`src/rtl/dmem_arbiter.sv`:
```
// rtl/dmem_arbiter.sv - two-port round-robin arbiter and sequencer in front of data_mem
module dmem_arbiter #(
    parameter int MEM_DEPTH  = 256,
    parameter int DATA_WIDTH = 32
) (
    input  logic                  clk,
    input  logic                  rst,

    input  logic                  r0_req_valid,
    output logic                  r0_req_ready,
    input  logic                  r0_req_we,
    input  logic [DATA_WIDTH-1:0] r0_req_addr,
    input  logic [DATA_WIDTH-1:0] r0_req_wdata,
    output logic                  r0_rsp_valid,
    output logic [DATA_WIDTH-1:0] r0_rsp_rdata,
    output logic                  r0_rsp_err,

    input  logic                  r1_req_valid,
    output logic                  r1_req_ready,
    input  logic                  r1_req_we,
    input  logic [DATA_WIDTH-1:0] r1_req_addr,
    input  logic [DATA_WIDTH-1:0] r1_req_wdata,
    output logic                  r1_rsp_valid,
    output logic [DATA_WIDTH-1:0] r1_rsp_rdata,
    output logic                  r1_rsp_err,

    output logic                  mem_cs_mem_write,
    output logic [DATA_WIDTH-1:0] mem_addr,
    output logic [DATA_WIDTH-1:0] mem_write_data,
    input  logic [DATA_WIDTH-1:0] mem_read_data
);

    // Full-width limit so that huge addresses never alias into range.
    localparam logic [DATA_WIDTH-1:0] DEPTH_W = DATA_WIDTH'(MEM_DEPTH);

    typedef enum logic [1:0] {IDLE, ISSUE, CAPTURE} state_t;

    state_t                state;
    logic                  last_grant;
    logic                  grant;
    logic                  grant_q;
    logic                  we_q;
    logic                  err_q;
    logic [DATA_WIDTH-1:0] mem_addr_q;
    logic [DATA_WIDTH-1:0] mem_wdata_q;
    logic                  rsp_valid0_q;
    logic                  rsp_valid1_q;
    logic                  rsp_err0_q;
    logic                  rsp_err1_q;
    logic [DATA_WIDTH-1:0] rsp_rdata0_q;
    logic [DATA_WIDTH-1:0] rsp_rdata1_q;

    logic                  accept;
    logic                  sel_we;
    logic                  sel_err;
    logic [DATA_WIDTH-1:0] sel_addr;
    logic [DATA_WIDTH-1:0] sel_wdata;
    logic [DATA_WIDTH-1:0] cap_rdata;

    // Round-robin pick: a lone requester wins, contention goes to the port not served last.
    always_comb begin
        grant = ~last_grant;
        if (r0_req_valid && !r1_req_valid) begin
            grant = 1'b0;
        end else if (r1_req_valid && !r0_req_valid) begin
            grant = 1'b1;
        end
    end

    // Payload of the granted port and its range check.
    always_comb begin
        sel_we    = grant ? r1_req_we    : r0_req_we;
        sel_addr  = grant ? r1_req_addr  : r0_req_addr;
        sel_wdata = grant ? r1_req_wdata : r0_req_wdata;
        sel_err   = (sel_addr >= DEPTH_W);
        accept    = (state == IDLE) && (grant ? r1_req_valid : r0_req_valid);
        cap_rdata = (!we_q && !err_q) ? mem_read_data : '0;
    end

    assign r0_req_ready = (state == IDLE) && !rst && !grant;
    assign r1_req_ready = (state == IDLE) && !rst &&  grant;

    // Write strobe is gated by rst directly so a reset during ISSUE kills the write.
    assign mem_cs_mem_write = (state == ISSUE) && we_q && !err_q && !rst;
    assign mem_addr         = rst ? '0 : mem_addr_q;
    assign mem_write_data   = rst ? '0 : mem_wdata_q;

    assign r0_rsp_valid = rsp_valid0_q && !rst;
    assign r1_rsp_valid = rsp_valid1_q && !rst;
    assign r0_rsp_err   = rsp_err0_q && !rst;
    assign r1_rsp_err   = rsp_err1_q && !rst;
    assign r0_rsp_rdata = rst ? '0 : rsp_rdata0_q;
    assign r1_rsp_rdata = rst ? '0 : rsp_rdata1_q;

    // Sequencer: accept in IDLE, drive memory in ISSUE, register the response in CAPTURE.
    always_ff @(posedge clk) begin
        if (rst) begin
            state        <= IDLE;
            last_grant   <= 1'b1;
            grant_q      <= 1'b0;
            we_q         <= 1'b0;
            err_q        <= 1'b0;
            mem_addr_q   <= '0;
            mem_wdata_q  <= '0;
            rsp_valid0_q <= 1'b0;
            rsp_valid1_q <= 1'b0;
            rsp_err0_q   <= 1'b0;
            rsp_err1_q   <= 1'b0;
            rsp_rdata0_q <= '0;
            rsp_rdata1_q <= '0;
        end else begin
            rsp_valid0_q <= 1'b0;
            rsp_valid1_q <= 1'b0;
            rsp_err0_q   <= 1'b0;
            rsp_err1_q   <= 1'b0;
            rsp_rdata0_q <= '0;
            rsp_rdata1_q <= '0;
            case (state)
                IDLE: begin
                    if (accept) begin
                        last_grant  <= grant;
                        grant_q     <= grant;
                        we_q        <= sel_we;
                        err_q       <= sel_err;
                        mem_addr_q  <= sel_err ? '0 : sel_addr;
                        mem_wdata_q <= sel_wdata;
                        state       <= ISSUE;
                    end
                end
                ISSUE: begin
                    state <= CAPTURE;
                end
                CAPTURE: begin
                    state <= IDLE;
                    if (grant_q) begin
                        rsp_valid1_q <= 1'b1;
                        rsp_err1_q   <= err_q;
                        rsp_rdata1_q <= cap_rdata;
                    end else begin
                        rsp_valid0_q <= 1'b1;
                        rsp_err0_q   <= err_q;
                        rsp_rdata0_q <= cap_rdata;
                    end
                end
                default: begin
                    state <= IDLE;
                end
            endcase
        end
    end

endmodule

```
`config.mk`:
```
export PLATFORM = sky130hd
export DESIGN_NAME = dmem_arbiter
export DESIGN_NICKNAME = d
export VERILOG_FILES = /design/src/rtl/dmem_arbiter.sv
export SDC_FILE = /design/constraint.sdc
export NUM_CORES = 1
export LEC_CHECK = 0
export ABC_AREA = 1
export CAP_MARGIN = 20
export CORE_UTILIZATION = 36
export DETAILED_ROUTE_END_ITERATION = 6
export GPL_ROUTABILITY_DRIVEN = 0
export GPL_TIMING_DRIVEN = 0
export PLACE_DENSITY = 0.74
export SETUP_SLACK_MARGIN = 0.2
export SLEW_MARGIN = 25
export SYNTH_ARGS = -nofsm -noshare
export SYNTH_HDL_FRONTEND = slang
export SYNTH_SLANG_ARGS = --single-unit
```
`constraint.sdc`:
```
create_clock -name clk -period 5.1 [get_ports clk]
set_input_delay 1.53 -clock clk [delete_from_list [all_inputs] [get_ports clk]]
set_output_delay 1.53 -clock clk [all_outputs]
set_load 0.01 [all_outputs]
```
==> flow_metrics.py <==
metrics = {
    "outcome": {
        "run_status": "finished, final reports clean",
    },
    "route": {
        "avgRoutedWirePerCell_um": 13.3,
        "drt-vias-per-instance": 4.43,
        "totalWireLength_um": 18900,
        "drt.antenna.violating_nets": 0,
        "detail_route.first_pass.iterations": 4,
        "route.vias.total": 6292,
        "detail_route.drc_violations": 0,
        "dr.first_iter.drc_count": 275,
    },
    "worst_setup_path": {
        "worst_r2r_path_depth": 6,
        "classification_of_the_worst_setup_path": "in2out",
        "timing.critical_path.arrival_ps": 3270,
        "critPathMaxFanout": 10,
        "critical_path.startpoint_type": "primary input",
        "worst_ep_required_time_ps": 3570,
        "cp-end-kind": "output pin",
    },
    "yosys": {
        "synth_flop_cell": "sky130_fd_sc_hd__dfxtp_1",
        "synth_cells": 873,
        "post_synthesis_cell_area_um2": 5870,
        "synth_cell_type_count": 21,
        "share_of_synthesized_area_occupied_by_flip_flops_and_latches_pct": 47.1,
        "ys_ff_latch": 138,
        "synth_edf_count": 0,
        "synth_async_sr_flop_share_pct": 0,
        "synth_fp_nets": 1039,
        "yosysWarnings": 0,
        "syn_area_per_cell_um2": 6.72,
    },
    "grt": {
        "global_route.overflow_total": 0,
        "grt_util_all_layers_pct": 22.8,
        "initial_antenna_violation_count": 0,
        "grt_first_pass_wirelength_um": 29100,
        "grt_start_max_net_pins": 17,
        "via_count_of_the_first_global_routing_pass": 5921,
    },
    "clock_network": {
        "worst_skew_pair_latency_ps": 420,
        "clockRootBuffer": "sky130_fd_sc_hd__clkbuf_16",
        "clock_tree_from_tritoncts": "done",
        "clock_sink_count": 138,
        "path_clk_slew_ps": 60,
        "cts_made_buffers": 17,
        "htree_num_levels": 4,
        "cts.path.max_buffers": 2,
    },
    "timing": {
        "fmaxAchievable_mhz": 209,
        "final_period_minus_worst_setup_slack_ps": 4800,
        "hold_violations": 0,
        "setup_viol_count_final": 0,
        "final.setup_skew_ps": 4.16,
        "worst_pin_slew_ps": 575,
        "slew-limit-headroom_pct": 61.7,
        "rsz0062_at_grt": "false",
        "maxSlewViolCount": 0,
        "hold_ws_ps": 443,
        "final.period_utilization_pct": 94.0,
    },
    "placed_design": {
        "placement.io_buffers": 299,
        "hpwlAfterDp_um": 14700,
    },
    "floorplanning": {
        "floorplan.core_area_um2": 15900,
        "fp-row-count": 46,
        "start_util_pct": 36.9,
        "design.die.area_um2": 16800,
        "die_width_um": 130,
        "io_pins": 301,
        "die_h_um": 130,
    },
    "flow_run": {
        "drv.max_cap_violation_count": 0,
    },
    "pwr": {
        "cellPowerDensity_nw_per_um2": 298,
        "peakVddDrop_mv": 0.215,
        "p_leak_uw": 0.00384,
    },
    "cells_and_area": {
        "finish.net_count": 1357,
        "post_route_cells_drive_above_1_share_pct": 5.98,
        "area.growth.synth_to_final_pct": 66.9,
        "final_util_pct": 61.6,
        "antenna_diode_instance_count": 0,
        "most-common-layout-cells": "298 x sky130_fd_sc_hd__clkdlybuf4s50_1, 190 x sky130_fd_sc_hd__nor2_1, 173 x sky130_fd_sc_hd__inv_1, 138 x sky130_fd_sc_hd__dfxtp_1, 106 x sky130_fd_sc_hd__nand2_1",
        "mostFrequentLayoutCell": "sky130_fd_sc_hd__clkdlybuf4s50_1",
    },
    "hold_path": {
        "hold_class": "reg2reg",
        "worst_hold_path.num_cells": 2,
    },
}
==> power by group <==
group	total (uW)	internal, uW	switching [uW]
sequential	1130	1120	11.4
clock	1330	871	457
combinational	465	223	242
total	2920	2210	710
==> sequential cells by signal, indices dropped and copies added, names as in the netlist, 2 cells and up <==
name and flops:
rsp_rdata1_q 32, state 2, mem_addr_q 32, rsp_rdata0_q 32, mem_wdata_q 32
==> per-layer routing <==
layer  track usage (%)  share of wire, %  up-vias
li1                  -                 -     3260
met1              24.9                40     2775
met2              39.9                49      223
met3              7.51               7.9       34
met4              10.7               2.9        0
met5                 0                 0        -
==> path summary, 6_finish.rpt <==
kind	start	end	slack, ps
setup / recovery	r0_req_valid	r1_req_ready	300
hold reg to reg	mem_addr_q[17]	mem_addr_q[17]	440
setup reg to reg	state[1]	mem_wdata_q[4]	3170
hold / removal	mem_addr_q[17]	mem_addr_q[17]	440
==> timing repair <==
action / CTS / global route
pin swaps: 0 / 0
hold buffers: 0 / 0
endpoints found under the hold margin: 0 / 0
resized for setup: 5 / 12
setup buffers: 0 / 0
setup endpoints to repair: 79 / 77
==> cell usage after synthesis (3+ instances only) <==
cell type,count,area share (%)
sky130_fd_sc_hd__inv_1,173,11
sky130_fd_sc_hd__nand3_1,21,1.8
sky130_fd_sc_hd__nor3_1,88,7.5
sky130_fd_sc_hd__dfxtp_1,138,47
sky130_fd_sc_hd__o21ai_1,14,1.2
sky130_fd_sc_hd__o21ai_0,59,5.0
sky130_fd_sc_hd__nor2_1,190,12
sky130_fd_sc_hd__buf_2,15,1.3
sky130_fd_sc_hd__clkbuf_1,36,2.3
sky130_fd_sc_hd__or2_2,9,0.96
sky130_fd_sc_hd__o211ai_1,9,1.2
sky130_fd_sc_hd__a21oi_1,3,0.26
sky130_fd_sc_hd__nand2_1,106,6.8
==> worst max-delay path, stage by stage <==
cell and delay [ps]:
sky130_fd_sc_hd__clkdlybuf4s50_1 510, sky130_fd_sc_hd__nand2_1 90, sky130_fd_sc_hd__nand2_2 90, sky130_fd_sc_hd__nand2_4 80, sky130_fd_sc_hd__inv_2 170, sky130_fd_sc_hd__clkbuf_2 250, sky130_fd_sc_hd__nor2_1 60, sky130_fd_sc_hd__clkdlybuf4s50_1 480
==> logic make-up after synthesis <==
family | after synthesis | synth area share [%]
simple gates | 419 | 29.9
flops | 138 | 47.1
compound gates | 86 | 7.78
buf+inv | 230 | 15.3
==> final cells by class <==
cell class	count	area (um2)
Inverter	175	657
Sequential cell	138	2760
Clock inverter	10	163
Multi-Input combinational cell	505	2210
Tap cell	216	270
Clock buffer	22	484
Timing Repair Buffer	299	2990
Fill cell	1514	6090
Buffer	55	255
==> per-stage QoR <==
step	area, um2	setup slack, ps	TNS [ps]	total power [uW]	instances
2_1_floorplan	5870	1110	0	1370	873
3_3_place_gp	9130	-3.56	-3.56	1610	1388
3_5_place_dp	9130	17.8	0	1620	1388
4_1_cts	9790	241	0	2950	1420
5_1_grt	9790	203	0	3040	1420
6_report	9790	305	0	2920	1420
(Power assumes the default switching activity.)
